## config.mk

```make
export PLATFORM = sky130hd
export DESIGN_NAME = mux_nx1_pipe
export DESIGN_NICKNAME = d
export VERILOG_FILES = /design/src/rtl/mux_nx1_pipe.sv
export SDC_FILE = /design/constraint.sdc
export NUM_CORES = 1
export LEC_CHECK = 0
export CAP_MARGIN = 20
export CORE_MARGIN = 10
export CORE_UTILIZATION = 35
export CTS_BUF_LIST = sky130_fd_sc_hd__clkbuf_16
export DETAILED_ROUTE_END_ITERATION = 10
export HOLD_SLACK_MARGIN = 0.05
export MAX_ROUTING_LAYER = met4
export PLACE_DENSITY = 0.82
export SYNTH_ARGS = -nofsm -noshare
export SYNTH_HDL_FRONTEND = slang
export SYNTH_SLANG_ARGS = --single-unit
```

## constraint.sdc

```tcl
create_clock -name clk -period 2 [get_ports clk]
set_input_delay 0.5 -clock clk [delete_from_list [all_inputs] [get_ports clk]]
set_output_delay 0.5 -clock clk [all_outputs]
set_load 0.02 [all_outputs]
```

## src/rtl/mux_nx1_pipe.sv

```systemverilog
// ---------------------------------------------------------------------------
// mux_nx1_pipe
// N-to-1 channel multiplexer with a single registered output entry.
// Channel choice is either an external select (RR_MODE=0) or a rotating
// round-robin pointer (RR_MODE=1).
//
// Ports
//   clk        clock, all state on rising edge
//   rst_n      asynchronous active-low reset
//   flush      synchronous clear of output entry and round-robin pointer
//   sel        external channel select (RR_MODE=0 only)
//   in_data    N packed channels, channel i at [i*WIDTH +: WIDTH]
//   in_valid   per-channel valid
//   in_ready   per-channel accept, one-hot or zero
//   out_data   registered selected data
//   out_chan   channel index that supplied out_data
//   out_valid  output entry is valid
//   out_ready  downstream accept
// ---------------------------------------------------------------------------
module mux_nx1_pipe #(
   parameter int WIDTH   = 32,
   parameter int N       = 4,
   parameter int SELW    = 2,
   parameter int RR_MODE = 0
) (
   input  logic                 clk,
   input  logic                 rst_n,
   input  logic                 flush,
   input  logic [SELW-1:0]      sel,
   input  logic [N*WIDTH-1:0]   in_data,
   input  logic [N-1:0]         in_valid,
   output logic [N-1:0]         in_ready,
   output logic [WIDTH-1:0]     out_data,
   output logic [SELW-1:0]      out_chan,
   output logic                 out_valid,
   input  logic                 out_ready
);

   localparam logic [SELW:0] N_L = (SELW+1)'(N);

   logic [SELW-1:0]  ptr;
   logic [SELW-1:0]  grant;
   logic [SELW-1:0]  ptr_nxt;
   logic             grant_vld;
   logic             load_en;
   logic             xfer;
   logic [WIDTH-1:0] grant_data;
   logic [SELW:0]    rr_idx;

   // The entry may be replaced when it is empty or being drained this cycle.
   assign load_en = !flush && (!out_valid || out_ready);
   assign xfer    = load_en && grant_vld;

   always_comb begin
      grant     = '0;
      grant_vld = 1'b0;
      rr_idx    = '0;
      if (RR_MODE == 0) begin
         // sel beyond N-1 is never a grant, even for non-power-of-two N
         if ({1'b0, sel} < N_L) begin
            grant     = sel;
            grant_vld = in_valid[sel];
         end
      end else begin
         // first valid channel starting at ptr, wrapping modulo N
         for (int k = 0; k < N; k++) begin
            rr_idx = {1'b0, ptr} + (SELW+1)'(k);
            if (rr_idx >= N_L)
               rr_idx = rr_idx - N_L;
            if (!grant_vld && in_valid[rr_idx[SELW-1:0]]) begin
               grant_vld = 1'b1;
               grant     = rr_idx[SELW-1:0];
            end
         end
      end
   end

   always_comb begin
      grant_data = '0;
      for (int i = 0; i < N; i++) begin
         if (grant == SELW'(i))
            grant_data = in_data[i*WIDTH +: WIDTH];
      end
   end

   // in_ready is forced low while reset is asserted, independent of clk.
   always_comb begin
      in_ready = '0;
      for (int i = 0; i < N; i++)
         in_ready[i] = rst_n && xfer && (grant == SELW'(i));
   end

   assign ptr_nxt = (grant == SELW'(N-1)) ? '0 : grant + SELW'(1);

   always_ff @(posedge clk or negedge rst_n) begin
      if (!rst_n) begin
         out_valid <= 1'b0;
         out_data  <= '0;
         out_chan  <= '0;
         ptr       <= '0;
      end else if (flush) begin
         // out_data/out_chan keep their last value; only validity is cleared
         out_valid <= 1'b0;
         ptr       <= '0;
      end else if (load_en) begin
         if (grant_vld) begin
            out_valid <= 1'b1;
            out_data  <= grant_data;
            out_chan  <= grant;
            if (RR_MODE != 0)
               ptr <= ptr_nxt;
         end else begin
            out_valid <= 1'b0;
         end
      end
   end

endmodule

```

## Word-level counts from Yosys, hierarchy flattened

Cells that the tools add are included.

- Flip-flop bits (word level): 35

- Bitwise gates (word level): 1
- $lt $le $gt $ge: 1
- Equal/unequal tests: 3
- Reductions and logical operators: 13
- Multiplexer cells: 9

Operators by type and width:

| operator | number |
|---|---|
| 2-to-1 mux 32 bit | 4 |
| logical AND 1 bit | 7 |
| equality test 2 bit (second input constant) | 2 |
| 2-to-1 mux 1 bit | 4 |
| less-than comparator 2 x 3 -> 1 bit (second input constant) | 1 |
| AND reduction 3 bit | 1 |
| binary-select mux 1 bit (select 2 bit) | 1 |
| equality test 2 x 1 -> 1 bit (second input constant) | 1 |
| zero test 1 bit | 2 |
| zero test 2 bit | 1 |
| nonzero test 2 bit | 1 |
| logical OR 1 bit | 1 |
| inverter 1 bit | 1 |

## Depth between registers and ports, before layout

Gate-level depths: netlist of run 1.

- Word-level depth: 6
- Gate-level depth with buffers: 5

## Worst setup path before layout of run 1

Ideal clock, no wire load.

- Kind: input port to output port
- Start: input port sel[0]
- End: output port in_ready[0]
- Stages on the path: 3
- Data required time: 1500 ps
- Arrival: 1688 ps
- Setup slack: -188 ps
- Cells stage by stage: dlymetal6s2s_1 -> mux2i_1 -> nor4_1

- Longest elaborated chain between the ends: 5

Ends and longest elaborated chain:

| what | RTL line | source |
|---|---|---|
| start, declared | 29 | `input logic [SELW-1:0] sel,` |
| binary-select mux 1 bit (select 2 bit) | 62 | `grant_vld = in_valid[sel];` |
| 2-to-1 mux 1 bit (not written as such) | 62 |  |
| logical AND 1 bit | 52 | `assign xfer = load_en && grant_vld;` |
| logical AND 1 bit | 90 | `in_ready[i] = rst_n && xfer && (grant == SELW'(i));` |
| logical AND 1 bit (*) | 90 |  |
| end, declared | 32 | `output logic [N-1:0] in_ready,` |

Every way passes the cells marked *; elsewhere a longest branch is shown, timed or not. The select of a mux whose other input is x is not followed.

## Worst setup path in the final report of run 1

- Start: input port sel[1]
- End: register out_data[0]

- Longest elaborated chain between the ends: 5

Ends and longest elaborated chain:

| what | RTL line | source |
|---|---|---|
| zero test 2 bit | 81 | `if (grant == SELW'(i))` |
| 2-to-1 mux 32 bit (4 in a row) | 81 |  |
| end signal, assigned | 108 | `out_data <= grant_data;` |
| end, declared | 33 | `output logic [WIDTH-1:0] out_data,` |

Parallel ways exist; a longest one is shown, timed or not. The select of a mux whose other input is x is not followed.
A chain may end at the register's enable or synchronous reset.

==> run_results.csv, run 1 <==
group,metric,value,unit
setup_path,cp_slowest_stage_delay,0.36,ns
cts,hold_buffers,0,
routing,vias_per_cell,4.85,
cells_and_area,finalNetCount,456,
floorplanning,initial_core_util,0.359,
power,total_power,3.17,mW
cells_and_area,drive_gt1_frac,0.245,
routing,vias,2011,
global_routing,grt_use_total,0.166,
floorplanning,core-area,6790,sq um
timing,post-route-min-period,1.92,ns
global_routing,grt_overflow,0,
routing,drtIter0Drc,54,
cts,numCtsBuffers,5,
setup_path,critPathMaxFanout,15,
floorplanning,ios,177,
power,p_per_area,706,nW/um^2
place,place_hpwl,7200,microns
synth,yosys_warnings,0,
global_routing,grt_pass1_wl,13100,microns
power,peakVddDrop,377,uV
timing,hold_violations,0,
synth,synth_cell_types,27,
synth,ys_seq_elements,35,
setup_path,crit_slowest_cell,"mux4_2",
timing,period_share,0.962,
synth,syn_avg_cell_area,18.6,sq um
place,gp_congestion,0.807,
timing,worst_slack,0.0753,ns
timing,finalMaxSlewViolations,0,
synth,syn_area,2440,sq um
setup_path,reg2reg_depth,6,
synth,yosysSeqAreaShare,0.359,
routing,drc,0,
cells_and_area,area_growth,84.2,%
flow_run,drv_cap,0,
routing,ant_nets,0,
timing,slew_headroom,0.703,
cts,h-tree-depth,2,
timing,setup_viol,0,
setup_path,critPathLaunchType,"input pin",
setup_path,worstReg2RegEnd,"out_data[0]",
setup_path,r2r_slack,0.51,ns
floorplanning,die_h,103,microns
cells_and_area,final_area,4490,sq um
cts,cts_tree,"done",
cts,clockBufferDepth,2,
cts,cts.sinks,35,
floorplanning,num_rows,30,
setup_path,cp_cell_sequence,"clkdlybuf4s15_1, buf_6, mux4_2, nand3_4, buf_12, mux2_4",
setup_path,worstPathRequired,2.15,ns
setup_path,end_kind,"flip-flop",
global_routing,grt_pass1_vias,2520,
floorplanning,die-area,10700,sq um
routing,routed_wl,8470,microns
cells_and_area,n_antenna_cell,0,
setup_path,r2r-start,"out_valid",
timing,rsz0062_at_grt,"no",
global_routing,grt_max_degree,36,
cts,clock_tree.root_cell,"clkbuf_16",
setup_path,path_delay_family,"buffers and inverters",
place,pre_cts_slack,-0.627,ns
timing,clock_skew,0.00120,ns
place,dpl-instance-area,4310,sq um
synth,syn-num-nets,269,
synth,syn_inst,131,
setup_path,critPathBufInv,3,
timing,max_freq,520,MHz
timing,tightest_slew,0.445,ns
status,status,"complete, no violations",
setup_path,arrival,2.08,ns
power,p_leak,1.93,nW
setup_path,critical_path_class,"in2reg",
place,port_buffers,176,
floorplanning,die_w,103,microns
routing,wl_per_cell,20.4,microns
global_routing,antenna_found_initial,0,
cts,worstSkewPairLatency,0.27,ns
hold_path,hold_path_class,"in2async",
cts,clk_pin_slew_worst_paths,0.05,ns
routing,drt_pass1_iterations,4,
[final cells by class]
cell class                 instances  area [sq um]
fill                             539          2300
clock buffer                       5           125
timing repair buffer             191          1880
multi-input combinational         82          1470
tap                               96           120
clock inverter                     3          12.5
inverter                           3          11.3
sequential                        35           876
[cell families after synthesis]
logic type             after synthesis  synth area share
DFF                                 35             0.359
muxes                               68             0.546
and+or+nand+nor                     11            0.0282
AOI/OAI and AO/OA                    3           0.00770
buffers and inverters               14            0.0590
[placed cells by master, fill, tap and decap left out]
cell type | synthesis | routed
o21ai_1 | 1 | 1
nand2b_4 | 0 | 1
buf_4 | 1 | 15
mux2_1 | 3 | 3
dfrtp_1 | 35 | 35
inv_1 | 2 | 4
nor2_1 | 2 | 2
inv_2 | 1 | 1
buf_2 | 0 | 3
mux2_4 | 30 | 31
buf_12 | 2 | 2
clkdlybuf4s50_1 | 0 | 163
mux4_2 | 11 | 11
dlymetal6s2s_1 | 1 | 1
nand3_4 | 1 | 2
nor4_1 | 2 | 1
clkinv_2 | 0 | 1
a31oi_1 | 1 | 1
clkbuf_16 | 0 | 5
nand2_4 | 0 | 1
o31ai_1 | 1 | 1
nor2b_1 | 1 | 1
buf_6 | 4 | 1
mux4_1 | 22 | 22
nor3_2 | 0 | 2
clkdlybuf4s15_1 | 0 | 1
dlygate4sd2_1 | 0 | 5
nor4_2 | 0 | 1
mux2i_2 | 0 | 1
[cell usage after synthesis]
cell type	count	share of area
dfrtp_1	35	0.36
mux2_4	30	0.18
mux4_1	22	0.24
mux4_2	11	0.10
buf_6	4	0.018
mux2_1	3	0.014
buf_12	2	0.016
inv_1	2	0.0031
nor2_1	2	0.0031
nor3_1	2	0.0041
nor4_1	2	0.0051
a31oi_1	1	0.0026
buf_4	1	0.0031
buf_8	1	0.0062
clkbuf_1	1	0.0015
dlygate4sd1_1	1	0.0036
dlymetal6s2s_1	1	0.0051
inv_2	1	0.0015
mux2_2	1	0.0046
mux2i_1	1	0.0041
nand2_1	1	0.0015
nand2b_1	1	0.0026
nand3_1	1	0.0021
nand3_4	1	0.0072
nor2b_1	1	0.0026
o21ai_1	1	0.0021
o31ai_1	1	0.0031
[state kept, by name, indices dropped and copies added (netlist names)]
register	cells
out_chan	2
out_data	32
out_valid	1
[power by group]
part           leakage [nW]  switching, mW  internal [mW]
clock                0.0762          0.262          0.449
combinational          1.44          0.545          0.913
sequential            0.411          0.107          0.896
total                  1.93          0.913           2.26
[worst max-delay path by stage]
stage	startpoint	end	cells past startpoint
2_1_floorplan	sel[0]	in_ready[0]	3
3_5_place_dp	out_ready	in_ready[0]	5
4_1_cts	in_valid[3]	in_ready[2]	5
3_3_place_gp	out_ready	in_ready[1]	5
5_1_grt	sel[1]	out_data[3]	6
6_report	sel[1]	out_data[0]	6
[metrics by stage]
step | hold slack [ns] | setup TNS, ns | utilization | std cells
after CTS | 0.346 | -0.00368 | 0.661 | 415
after floorplan | 0.204 | -0.459 | - | 131
after global placement | 0.475 | -16.09 | 0.634 | 405
final | 0.340 | 0 | 0.661 | 415
after global routing | 0.376 | 0 | 0.661 | 415
after detailed placement | 0.480 | -16.96 | 0.634 | 405
[layer usage]
layer  routed length (microns)  GRT usage  vias up
met5                         0          -        -
met4                       190     0.0588        0
met3                       775     0.0571       10
met2                      4640      0.305      102
met1                      2870      0.158      977
li1                          -          -      922
[what timing repair did]
action / CTS / global route
pin swaps: 2 / 0
setup endpoints to repair: 37 / 33
buffers inserted: 2 / 0
resized for setup: 38 / 2
No activity file was read; power rests on OpenSTA's default activity.
==> inputs of run 2 (changes only) <==
- CORE_UTILIZATION: 35 -> 32
- MAX_ROUTING_LAYER: met4 -> not set
- PLACE_DENSITY: 0.82 -> 0.79
- SLEW_MARGIN: not set -> 25
- clock period: 2 -> 1.65 ns (I/O delays scaled with it)
==> run 2 against run 1 <==
  * The run now ends with setup timing left
  * Flip-flop and latch count stayed put
  * Clock-buffer cell count did not move
  * Critical path depth is the same
  * Routed wire length increased by 8.7%
  * Register-to-register slack got worse by 0.49 ns
  * Via count increased by 6.1%
  * Combinational power grew 18%
  * Clock skew rose by 0.0013 ns
  * Sequential share of layout area fell by 0.90 points
  * Cell area grew 4.8%
  * Setup slack lost 0.19 ns
  * Cell count up 4.1%
==> run_results.csv, run 2 (synthesis results as in run 1) <==
group,metric,value,unit
status,status,"finished with violations",
status,violations,"setup timing",
cells_and_area,finalNetCount,470,
floorplanning,die_h,107,microns
cells_and_area,area_growth,93.1,%
cts,clockBufferDepth,2,
power,p_leak,2.11,nW
global_routing,grt_util_met3,0.0749,
cells_and_area,final_cell_mix,"clkdlybuf4s50_1 (128), dfrtp_1 (35), mux2_4 (34), dlygate4sd2_1 (34), mux4_1 (22)",
setup_path,end_kind,"output port",
routing,drt_pass1_iterations,6,
cells_and_area,largest_register,"out_data",
routing,drtIter0Drc,36,
floorplanning,die_w,107,microns
global_routing,gr-usage-met1,0.139,
timing,setup_viol,18,
routing,routed_wl,9210,microns
setup_path,worstReg2RegEnd,"out_data[0]",
global_routing,grt_pass1_wl,14000,microns
cts,hold_buffers,0,
timing,finalMaxSlewViolations,0,
floorplanning,initial_core_util,0.333,
setup_path,r2r_slack,0.02,ns
global_routing,grt_overflow,0,
global_routing,grt_use_total,0.157,
floorplanning,ios,177,
timing,tightest_slew,0.443,ns
setup_path,path_delay_family,"buffers and inverters",
cells_and_area,layout_commonest_cell,"clkdlybuf4s50_1",
cells_and_area,drive_gt1_frac,0.294,
cells_and_area,n_antenna_cell,0,
timing,post-route-min-period,1.76,ns
global_routing,grt_pass1_vias,2645,
timing,max_freq,567,MHz
routing,ant_nets,0,
timing,rsz0062_at_grt,"yes",
routing,wl_per_cell,21.3,microns
cells_and_area,final_core_util,0.642,
global_routing,antenna_found_initial,0,
routing,vias_per_cell,4.94,
global_routing,grt_busiest_layer,"met2",
routing,vias,2134,
cts,numCtsBuffers,5,
cells_and_area,final_area,4710,sq um
setup_path,cp_common_cell,"buf_6",
setup_path,r2r-start,"out_valid",
power,peakVddDrop,419,uV
timing,slew_headroom,0.705,
cts,clock_tree.root_cell,"clkbuf_16",
power,p_per_area,807,nW/um^2
timing,worst_slack,-0.113,ns
cts,cts.sinks,35,
cells_and_area,largest_register_ffs,32,
place,dpl-instance-area,4370,sq um
place,pre_cts_slack,-0.847,ns
hold_path,hold_path_class,"in2async",
setup_path,critPathLaunchType,"flip-flop",
cts,clk_pin_slew_worst_paths,0.05,ns
place,place_hpwl,7650,microns
setup_path,reg2reg_depth,8,
cells_and_area,final_cells,432,
flow_run,drv_cap,0,
setup_path,cp_slowest_stage_delay,0.40,ns
cells_and_area,largestRegisters,"out_data (32), out_chan (2), out_valid (1)",
timing,hold_violations,0,
timing,clock_skew,0.00246,ns
setup_path,crit_slowest_cell,"dfrtp_1",
cts,cts_tree,"done",
setup_path,worstPathRequired,1.24,ns
setup_path,arrival,1.35,ns
timing,period_share,1.07,
setup_path,critPathMaxFanout,4,
global_routing,grt_use_met2,0.303,
place,gp_congestion,0.773,
setup_path,critical_path_class,"reg2out",
floorplanning,core-area,7330,sq um
cts,h-tree-depth,2,
setup_path,cp_cell_sequence,"nand2b_4, nand3_2, buf_6, buf_6, nor4_4, buf_4",
place,port_buffers,176,
cts,worstSkewPairLatency,0.27,ns
routing,drc,0,
place,place_inst,412,
floorplanning,num_rows,31,
setup_path,critPathBufInv,3,
floorplanning,die-area,11500,sq um
global_routing,grt_max_degree,36,
-- run 2: changes by cell type in the layout (fill, tap and decap cells not counted), sizes merged --
cell and change:
dlymetal6s2s +1, clkdlybuf4s15 +3, clkinv +1, buf +16, dlygate4sd2 +29, clkdlybuf4s50 -35
inv -1
-- run 2: layout make-up --
class / instances / area [sq um]
clock buffers: 5 / 125
clock inverters: 3 / 11.3
fillers: 528 / 2620
inverters: 3 / 11.3
multi-input cells: 82 / 1520
flip-flops and latches: 35 / 876
well taps: 99 / 124
repair buffers: 205 / 2040
-- run 2: worst max path at each step --
stage,endpoint,startpoint,cells after the start,slack (ns)
2_1_floorplan,in_ready[0],sel[0],3,-0.18
3_3_place_gp,in_ready[2],out_ready,6,-0.78
3_5_place_dp,in_ready[3],out_ready,6,-0.85
4_1_cts,in_ready[0],out_valid,5,-0.16
5_1_grt,in_ready[1],out_valid,6,-0.19
6_report,in_ready[1],out_valid,6,-0.11
-- run 2: power breakdown --
part / switching (mW) / internal (mW)
Combinational: 0.700 / 1.03
Sequential: 0.129 / 1.09
Clock: 0.315 / 0.542
-- run 2: per-stage QoR --
step	power (mW)	TNS [ns]	hold slack (ns)
floorplan	2.08	-1.16	0.117
global placement	2.99	-18.02	0.475
detailed placement	3.03	-18.92	0.491
CTS	3.84	-0.738	0.285
global route	4.00	-1.22	0.301
finish	3.80	-0.506	0.259
-- run 2: routing by layer --
metal | wire length [microns] | vias up
met5 | 0 | -
met2 | 5200 | 119
met3 | 927 | 12
li1 | - | 956
met4 | 185 | 0
met1 | 2900 | 1047
-- run 2: repair_timing --
item                       in CTS  in global routing
gates cloned                    2                  0
pin swaps                       4                  3
setup endpoints to repair      70                 39
gates resized for setup        85                 11
setup buffers                   7                  3
-- run 2: worst reg2reg max path: cells and delay by family (launching register included) --
family | cells | cell delay, ns
simple gates | 2 | 0.16
mux | 1 | 0.30
buf+inv | 5 | 0.67
flops | 1 | 0.39
